`src/rtl/if_id_queue.sv`:
```
// Fetch-to-decode instruction queue: circular FIFO of {PC, instr, misalign}.
// Presents a NOP bubble when empty; FLUSH drops all in-flight entries.
module if_id_queue #(
  parameter int          DEPTH = 2,
  parameter logic [31:0] NOP   = 32'h0000_0013
) (
  input  logic                       CLK,
  input  logic                       RSTn,
  input  logic                       FLUSH,
  input  logic                       IN_VALID,
  output logic                       IN_READY,
  input  logic [31:0]                IN_PC,
  input  logic [31:0]                IN_INSTR,
  output logic                       OUT_VALID,
  input  logic                       OUT_READY,
  output logic [31:0]                OUT_PC,
  output logic [31:0]                OUT_INSTR,
  output logic                       OUT_MISALIGN,
  output logic [$clog2(DEPTH):0]     COUNT
);

  localparam int AW = $clog2(DEPTH);
  localparam int CW = AW + 1;

  typedef struct packed {
    logic [31:0] pc;
    logic [31:0] instr;
    logic        mis;
  } entry_t;

  entry_t          mem [DEPTH];
  logic [AW-1:0]   rptr;
  logic [AW-1:0]   wptr;
  logic [CW-1:0]   cnt;
  logic            push;
  logic            pop;
  entry_t          head;
  entry_t          wr_entry;

  assign IN_READY  = (cnt < CW'(DEPTH));
  assign OUT_VALID = (cnt != '0);
  assign COUNT     = cnt;

  assign push = IN_VALID & IN_READY;
  assign pop  = OUT_VALID & OUT_READY;

  assign wr_entry.pc    = IN_PC;
  assign wr_entry.instr = IN_INSTR;
  assign wr_entry.mis   = (IN_PC[1:0] != 2'b00);

  assign head = mem[rptr];

  always_comb begin
    OUT_PC       = 32'h0;
    OUT_INSTR    = NOP;
    OUT_MISALIGN = 1'b0;
    if (OUT_VALID) begin
      OUT_PC       = head.pc;
      OUT_INSTR    = head.instr;
      OUT_MISALIGN = head.mis;
    end
  end

  // Pointers wrap naturally since DEPTH is a power of two.
  always_ff @(posedge CLK) begin
    if (!RSTn || FLUSH) begin
      rptr <= '0;
      wptr <= '0;
      cnt  <= '0;
    end else begin
      if (push) wptr <= wptr + 1'b1;
      if (pop)  rptr <= rptr + 1'b1;
      unique case ({push, pop})
        2'b10:   cnt <= cnt + 1'b1;
        2'b01:   cnt <= cnt - 1'b1;
        default: cnt <= cnt;
      endcase
    end
  end

  always_ff @(posedge CLK) begin
    if (RSTn && !FLUSH && push)
      mem[wptr] <= wr_entry;
  end

endmodule

```
`config.mk`:
```
export PLATFORM = sky130hd
export DESIGN_NAME = if_id_queue
export DESIGN_NICKNAME = d
export VERILOG_FILES = /design/src/rtl/if_id_queue.sv
export SDC_FILE = /design/constraint.sdc
export NUM_CORES = 1
export LEC_CHECK = 0
export BUFFER_PORTS_ARGS = -buffer_cell sky130_fd_sc_hd__buf_2
export CORE_MARGIN = 2
export CORE_UTILIZATION = 40
export DETAILED_ROUTE_END_ITERATION = 7
export PLACE_DENSITY = 0.66
export SLEW_MARGIN = 20
export SYNTH_ARGS = -nofsm -noshare
export SYNTH_HDL_FRONTEND = slang
export SYNTH_SLANG_ARGS = --single-unit
```
`constraint.sdc`:
```
create_clock -name CLK -period 5.3 [get_ports CLK]
set_input_delay 0.265 -clock CLK [delete_from_list [all_inputs] [get_ports CLK]]
set_output_delay 0.265 -clock CLK [all_outputs]
set_load 0.03 [all_outputs]
```
==> results of run 1 <==
## synth_stat cells
cell,number,share of area [%]
xnor2_1,2,0.34
nand2_1,3,0.22
a21oi_1,1,0.098
or3_1,1,0.12
nand2b_1,1,0.12
dfxtp_1,5,2.0
o21ai_0,2,0.20
nor3_1,2,0.20
mux2i_1,65,13
ha_1,1,0.24
xor2_1,2,0.34
nor2_2,1,0.12
buf_2,7,0.68
or2_2,1,0.12
nor2b_1,1,0.12
inv_1,5,0.37
edfxtp_1,130,76
nor2_1,66,4.8
buf_4,6,0.88
## sequential cells by signal (all words and copies together), names as in the netlist, named ones only
signal / cells
mem: 130
wptr: 1
rptr: 1
COUNT: 2
## metal layers
metal	vias up	global-route usage [%]
li1	1404	-
met1	1379	16.5
met2	93	22.9
met3	18	5.30
met4	0	7.61
met5	-	0
## layout make-up
| cell class | count | share of cell area [%] |
|---|---|---|
| multi-input combinational | 149 | 15.6 |
| tap | 172 | 3.26 |
| inverter | 5 | 0.284 |
| clock inverter | 15 | 2.45 |
| sequential | 135 | 60.7 |
| clock buffer | 17 | 6.45 |
| timing repair buffer | 143 | 11.3 |
## power by group through the flow
| stage | clock (mW) | combinational (mW) | sequential [mW] |
|---|---|---|---|
| floorplan | 0 | 0.118 | 1.23 |
| global placement | 0 | 0.186 | 1.23 |
| detailed placement | 0 | 0.188 | 1.23 |
| CTS | 1.17 | 0.189 | 1.21 |
| global route | 1.22 | 0.206 | 1.21 |
| finish | 1.15 | 0.189 | 1.20 |
## logic make-up (layout without fill, tap and decap cells)
group	count (synthesis)	count (layout)	share of synthesized area [%]
buffers and inverters	18	180	1.93
adder cells (fa/ha/maj)	1	1	0.245
AND/OR/NAND/NOR	76	76	5.87
multiplexers	65	65	12.7
AO/OA/AOI/OAI	3	3	0.293
flip-flops	135	135	78.3
XOR/XNOR	4	4	0.685
## path summary, 6_finish.rpt
kind / cells past startpoint / from / end
max: 4 / flop / OUT_INSTR[11]
max reg2reg: 4 / COUNT[1] / mem[1][45]
min reg2reg: 2 / rptr / flop
min: 1 / IN_PC[27] / mem[1][60]
==> impl_metrics.py, run 1 <==
metrics = {
    "critical_path": {
        "slowest_stage": "dfxtp_4",
        "setup.worst_path.start_class": "flop",
        "worst_path_largest_cell_delay_ns": 0.74,
        "regToRegSetupSlack_ns": 3.53,
        "crit_buf_inv": 2,
        "cp.required_ns": 5.04,
        "crit_chain": "buf_12 > mux2i_1 > nor2_1 > buf_2",
        "arrival_ns": 2.03,
        "end_kind": "output port",
        "criticalPathCategory": "reg -> out",
        "critPathTopFamily": "flip-flops",
        "crit_fanout": 33,
    },
    "sta": {
        "relSlewSlack_pct": 53.8,
        "fmaxAchievable_mhz": 436,
        "worst_slew_pin_slew_ns": 0.693,
        "post-route-min-period_ns": 2.29,
        "setup_viol": 0,
        "setup_slack_ns": 3.01,
        "hold_viol": 0,
        "fin_worst_skew_ns": 0.00383,
        "whs_ns": 0.0374,
        "finalCritPeriodShare_pct": 43.2,
        "final_max_slew_viol_count": 0,
        "fin_tns_setup_ns": 0,
        "rsz0062_at_grt": "false",
    },
    "layout": {
        "nFillCells": 1050,
        "multi_input_area_um2": 1030,
        "seqCellArea_um2": 4010,
        "final_common_cell": "buf_2",
        "fin_util_pct": 52.5,
        "insertedDiodeCount": 0,
        "drive_gt1_share_pct": 38.4,
        "final_nets": 521,
        "syn2layout_area_growth_pct": 29.0,
        "fin_area_um2": 6600,
        "stdcell_count": 636,
        "final_cell_mix": "buf_2, edfxtp_1, nor2_1",
    },
    "place": {
        "place_area_um2": 5990,
        "hpwlAfterDp_um": 5770,
        "place_inst": 603,
        "gp_congestion": 0.652,
        "numPortBuffers": 137,
        "dp_slack_ns": 3.25,
    },
    "die": {
        "die_area_um2": 13700,
        "die_x_um": 117,
        "core_um2": 12600,
        "initial_utilization_pct": 40.7,
        "io_pins": 138,
        "rows": 41,
        "fp.dieH_um": 117,
    },
    "clock_network": {
        "cts_hold_buf": 0,
        "htree_levels": 4,
        "insertion_delay_ns": 0.41,
        "cts_tree": "done",
        "clk_pin_slew_ns": 0.06,
        "cts_resized": 0,
        "postCtsSetupBuffers": 0,
        "cts_buffer_depth": 2,
        "cts_buffers": 17,
        "clock_sinks": 135,
        "root_buffer": "clkbuf_16",
    },
    "pwr": {
        "netSwitchingFraction_pct": 21.9,
        "powerDensity_nw_per_um2": 385,
        "p_int_mw": 1.99,
        "peakVddDrop_mv": 0.239,
        "clkPwrFrac_pct": 45.2,
        "p_total_mw": 2.54,
        "netSwitchingPower_uw": 556,
        "comb_power_share_pct": 7.4,
        "p_leak_nw": 2.45,
        "seq_power_share_pct": 47.4,
    },
    "route": {
        "drt_wl_total_um": 9440,
        "drt-pass1-iter-count": 4,
        "top_layer": "met4",
        "met3_length_um": 548,
        "viasPerCell": 4.55,
        "antenna_left": 0,
        "vias": 2894,
        "wl_per_cell_um": 14.8,
        "met1_length_um": 4060,
        "met2_length_um": 4610,
        "dr.first_iter.drc_count": 130,
        "drc": 0,
    },
    "logic_synthesis": {
        "synth_nets": 372,
        "synthDistinctLibCells": 19,
        "synth.avg_cell_area_um2": 16.9,
        "ys_ff_latch": 135,
        "yosys_warnings": 0,
        "yosysSeqAreaShare_pct": 78.3,
        "synth_area_um2": 5120,
        "syn-instance-count": 302,
    },
    "global_route": {
        "grt_max_degree": 66,
        "antenna_found_initial": 0,
        "grt_first_pass_wirelength_um": 14000,
        "grt_pass1_vias": 2869,
        "grt_overflow": 0,
        "grt.total_usage_pct": 14.2,
    },
    "job": {
        "maxCapViolCount": 0,
    },
    "hold_path": {
        "hp-class": "in -> reg",
    },
    "outcome": {
        "outcome": "finished, final reports clean",
    },
}
(Power assumes the default switching activity.)
==> run 2: changes to the inputs <==
--- a/config.mk
+++ b/config.mk
@@ -5,6 +5,7 @@
 export SDC_FILE = /design/constraint.sdc
 export NUM_CORES = 1
 export LEC_CHECK = 0
+export ABC_AREA = 1
 export BUFFER_PORTS_ARGS = -buffer_cell sky130_fd_sc_hd__buf_2
 export CORE_MARGIN = 2
 export CORE_UTILIZATION = 40
==> constraint.sdc (replaced) <==
create_clock -name CLK -period 1.8 [get_ports CLK]
set_input_delay 0.09 -clock CLK [delete_from_list [all_inputs] [get_ports CLK]]
set_output_delay 0.09 -clock CLK [all_outputs]
set_load 0.03 [all_outputs]
==> run 2 against run 1 <==
Net effect:
- combinational power increased to 3.5 times the previous value
- synthesized cell count increased by 28%
- area after synthesis increased by 0.83%
- utilization increased by 6.1 points
- flip-flop and latch count unchanged
- register-to-register slack got worse by 3.2 ns
- critical endpoint is now OUT_INSTR[1]
- largest power group unchanged
==> impl_metrics.py, run 2 <==
metrics = {
    "sta": {
        "rsz0062_at_grt": "true",
        "setup_viol": 0,
        "worst_slew_pin_slew_ns": 0.393,
        "finalCritPeriodShare_pct": 96.2,
        "fin_worst_skew_ns": 0.00623,
        "fin_tns_setup_ns": 0,
        "hold_viol": 0,
        "whs_ns": 0.0294,
        "fmaxAchievable_mhz": 578,
        "final_max_slew_viol_count": 0,
        "post-route-min-period_ns": 1.73,
        "relSlewSlack_pct": 73.8,
    },
    "critical_path": {
        "cp.required_ns": 1.71,
        "rr_startpoint": "COUNT[1]",
        "end_kind": "output port",
        "critPathTopFamily": "buffers and inverters",
        "worstSetupStartpoint": "COUNT[1]",
        "arrival_ns": 1.64,
        "slowest_stage": "dfxtp_4",
        "criticalPathCategory": "reg -> out",
        "crit_fanout": 29,
        "worst_path_largest_cell_delay_ns": 0.39,
        "crit_buf_inv": 3,
        "setup.worst_path.start_class": "flop",
        "crit_chain": "nor2_8 > buf_6 > inv_1 > nand3_1 > buf_2",
    },
    "pwr": {
        "comb_power_share_pct": 8.8,
        "p_leak_nw": 2.98,
        "seq_power_share_pct": 46.5,
        "clkPwrFrac_pct": 44.7,
        "netSwitchingPower_mw": 1.67,
        "powerDensity_nw_per_um2": 1030,
        "netSwitchingFraction_pct": 22.0,
        "p_int_mw": 5.93,
        "peakVddDrop_mv": 0.577,
    },
    "layout": {
        "final_common_cell": "nand2_1",
        "fin_util_pct": 58.6,
        "final_cell_mix": "nand2_1, buf_2, edfxtp_1",
        "insertedDiodeCount": 0,
        "largest-register": "mem",
        "largest_reg_flops": 130,
        "final_nets": 672,
        "drive_gt1_share_pct": 31.9,
        "syn2layout_area_growth_pct": 43.4,
    },
    "logic_synthesis": {
        "syn-instance-count": 387,
        "synthArstFlopShare_pct": 0,
        "synth_edf_count": 130,
        "yosys_warnings": 0,
        "yosysSeqAreaShare_pct": 77.6,
        "synth_nets": 457,
        "synthTopCellsByCount": "nand2_1, edfxtp_1, a21oi_1",
        "synth_top_area_cell": "edfxtp_1",
        "synth_most_common_cell": "nand2_1",
        "yosys.area.top_type_share_pct": 75.7,
        "synth.avg_cell_area_um2": 13.3,
        "ys_ff_latch": 135,
        "synth_area_um2": 5160,
        "synth_top_cells_by_area": "edfxtp_1, nand2_1, a21oi_1",
        "synthDistinctLibCells": 20,
        "synth_ff_type": "edfxtp_1",
    },
    "global_route": {
        "grt.total_usage_pct": 17.1,
        "antenna_found_initial": 0,
        "grt_first_pass_wirelength_um": 18500,
        "grt_overflow": 0,
        "grt_pass1_vias": 3848,
        "grt_max_degree": 66,
    },
    "die": {
        "die_x_um": 118,
        "io_pins": 138,
        "core_um2": 12600,
        "die_area_um2": 13800,
        "fp.dieH_um": 118,
        "rows": 41,
        "initial_utilization_pct": 40.9,
    },
    "place": {
        "numPortBuffers": 137,
        "hpwlAfterDp_um": 6620,
        "gp_congestion": 0.768,
    },
    "clock_network": {
        "cts_buffer_depth": 2,
        "clock_sinks": 135,
        "htree_levels": 4,
        "cts_tree": "done",
        "root_buffer": "clkbuf_16",
        "insertion_delay_ns": 0.41,
        "cts_buffers": 17,
        "clk_pin_slew_ns": 0.06,
    },
    "route": {
        "dr.first_iter.drc_count": 221,
        "wl_per_cell_um": 14.7,
        "drt-pass1-iter-count": 4,
        "antenna_left": 0,
        "drc": 0,
        "viasPerCell": 4.64,
        "drt_wl_total_um": 11500,
        "vias": 3648,
    },
    "outcome": {
        "outcome": "finished, final reports clean",
    },
    "hold_path": {
        "hp-class": "in -> reg",
        "min_from": "RSTn",
    },
    "job": {
        "maxCapViolCount": 0,
    },
}
==> run 2: power groups by stage <==
stage               logic, mW  clock network [mW]  registers (mW)
floorplan               0.337                   0            3.60
global placement        0.533                   0            3.60
detailed placement      0.544                   0            3.60
CTS                     0.660                3.46            3.53
global route            0.719                3.59            3.54
finish                  0.665                3.40            3.53
==> run 2: layer usage <==
metal	vias up	wire length, um	track usage [%]
li1	1787	-	-
met1	1724	4850	20.0
met2	112	5840	29.2
met3	25	560	4.84
met4	0	284	8.06
met5	-	0	0
==> run 2: cell families after synthesis <==
group           synth area share [%]
fa+ha+maj                      0.243
flops                           77.6
compound gates                  6.67
buf+inv                         3.44
simple gates                    12.0
==> run 2: path summary, 6_finish.rpt <==
check,cells after the start,slack (ns),endpoint
worst max-delay path,5,0.07,OUT_INSTR[1]
worst min-delay path,5,0.03,COUNT[0]
worst max register to register,4,0.37,mem[0][35]
worst min register to register,2,0.48,wptr
==> run 2: metrics by stage <==
stage | worst slack [ns] | total power, mW | instances | area (um^2)
final | 0.0686 | 7.59 | 787 | 7400
after floorplan | -0.793 | 3.94 | 387 | 5200
after detailed placement | 0.288 | 4.14 | 687 | 6080
after CTS | 0.0129 | 7.65 | 785 | 7350
after global placement | 0.309 | 4.13 | 687 | 6080
after global routing | -0.0327 | 7.85 | 787 | 7400
==> run 2: what timing repair did <==
| item | 4_1_cts | 5_1_grt |
|---|---|---|
| endpoints found under the hold margin | 134 | 0 |
| resized for setup | 7 | 5 |
| setup buffers | 0 | 1 |
| hold buffers | 66 | 0 |
| endpoints found under the setup margin | 57 | 40 |
| cloned | 0 | 1 |
==> run 2: area by class of cell <==
type / count / area [um^2]
Timing Repair Buffer: 216 / 1530
Fill cell: 1039 / 5220
Clock inverter: 15 / 161
Inverter: 10 / 47.5
Multi-Input combinational cell: 222 / 1000
Tap cell: 172 / 215
Clock buffer: 17 / 425
Sequential cell: 135 / 4010
==> run 2: worst reg2reg max path: stages, from the launching register on <==
cell and delay [ns]:
dfxtp_4 0.39, inv_8 0.07, nand3_1 0.12, nor2_4 0.13
buf_12 0.32
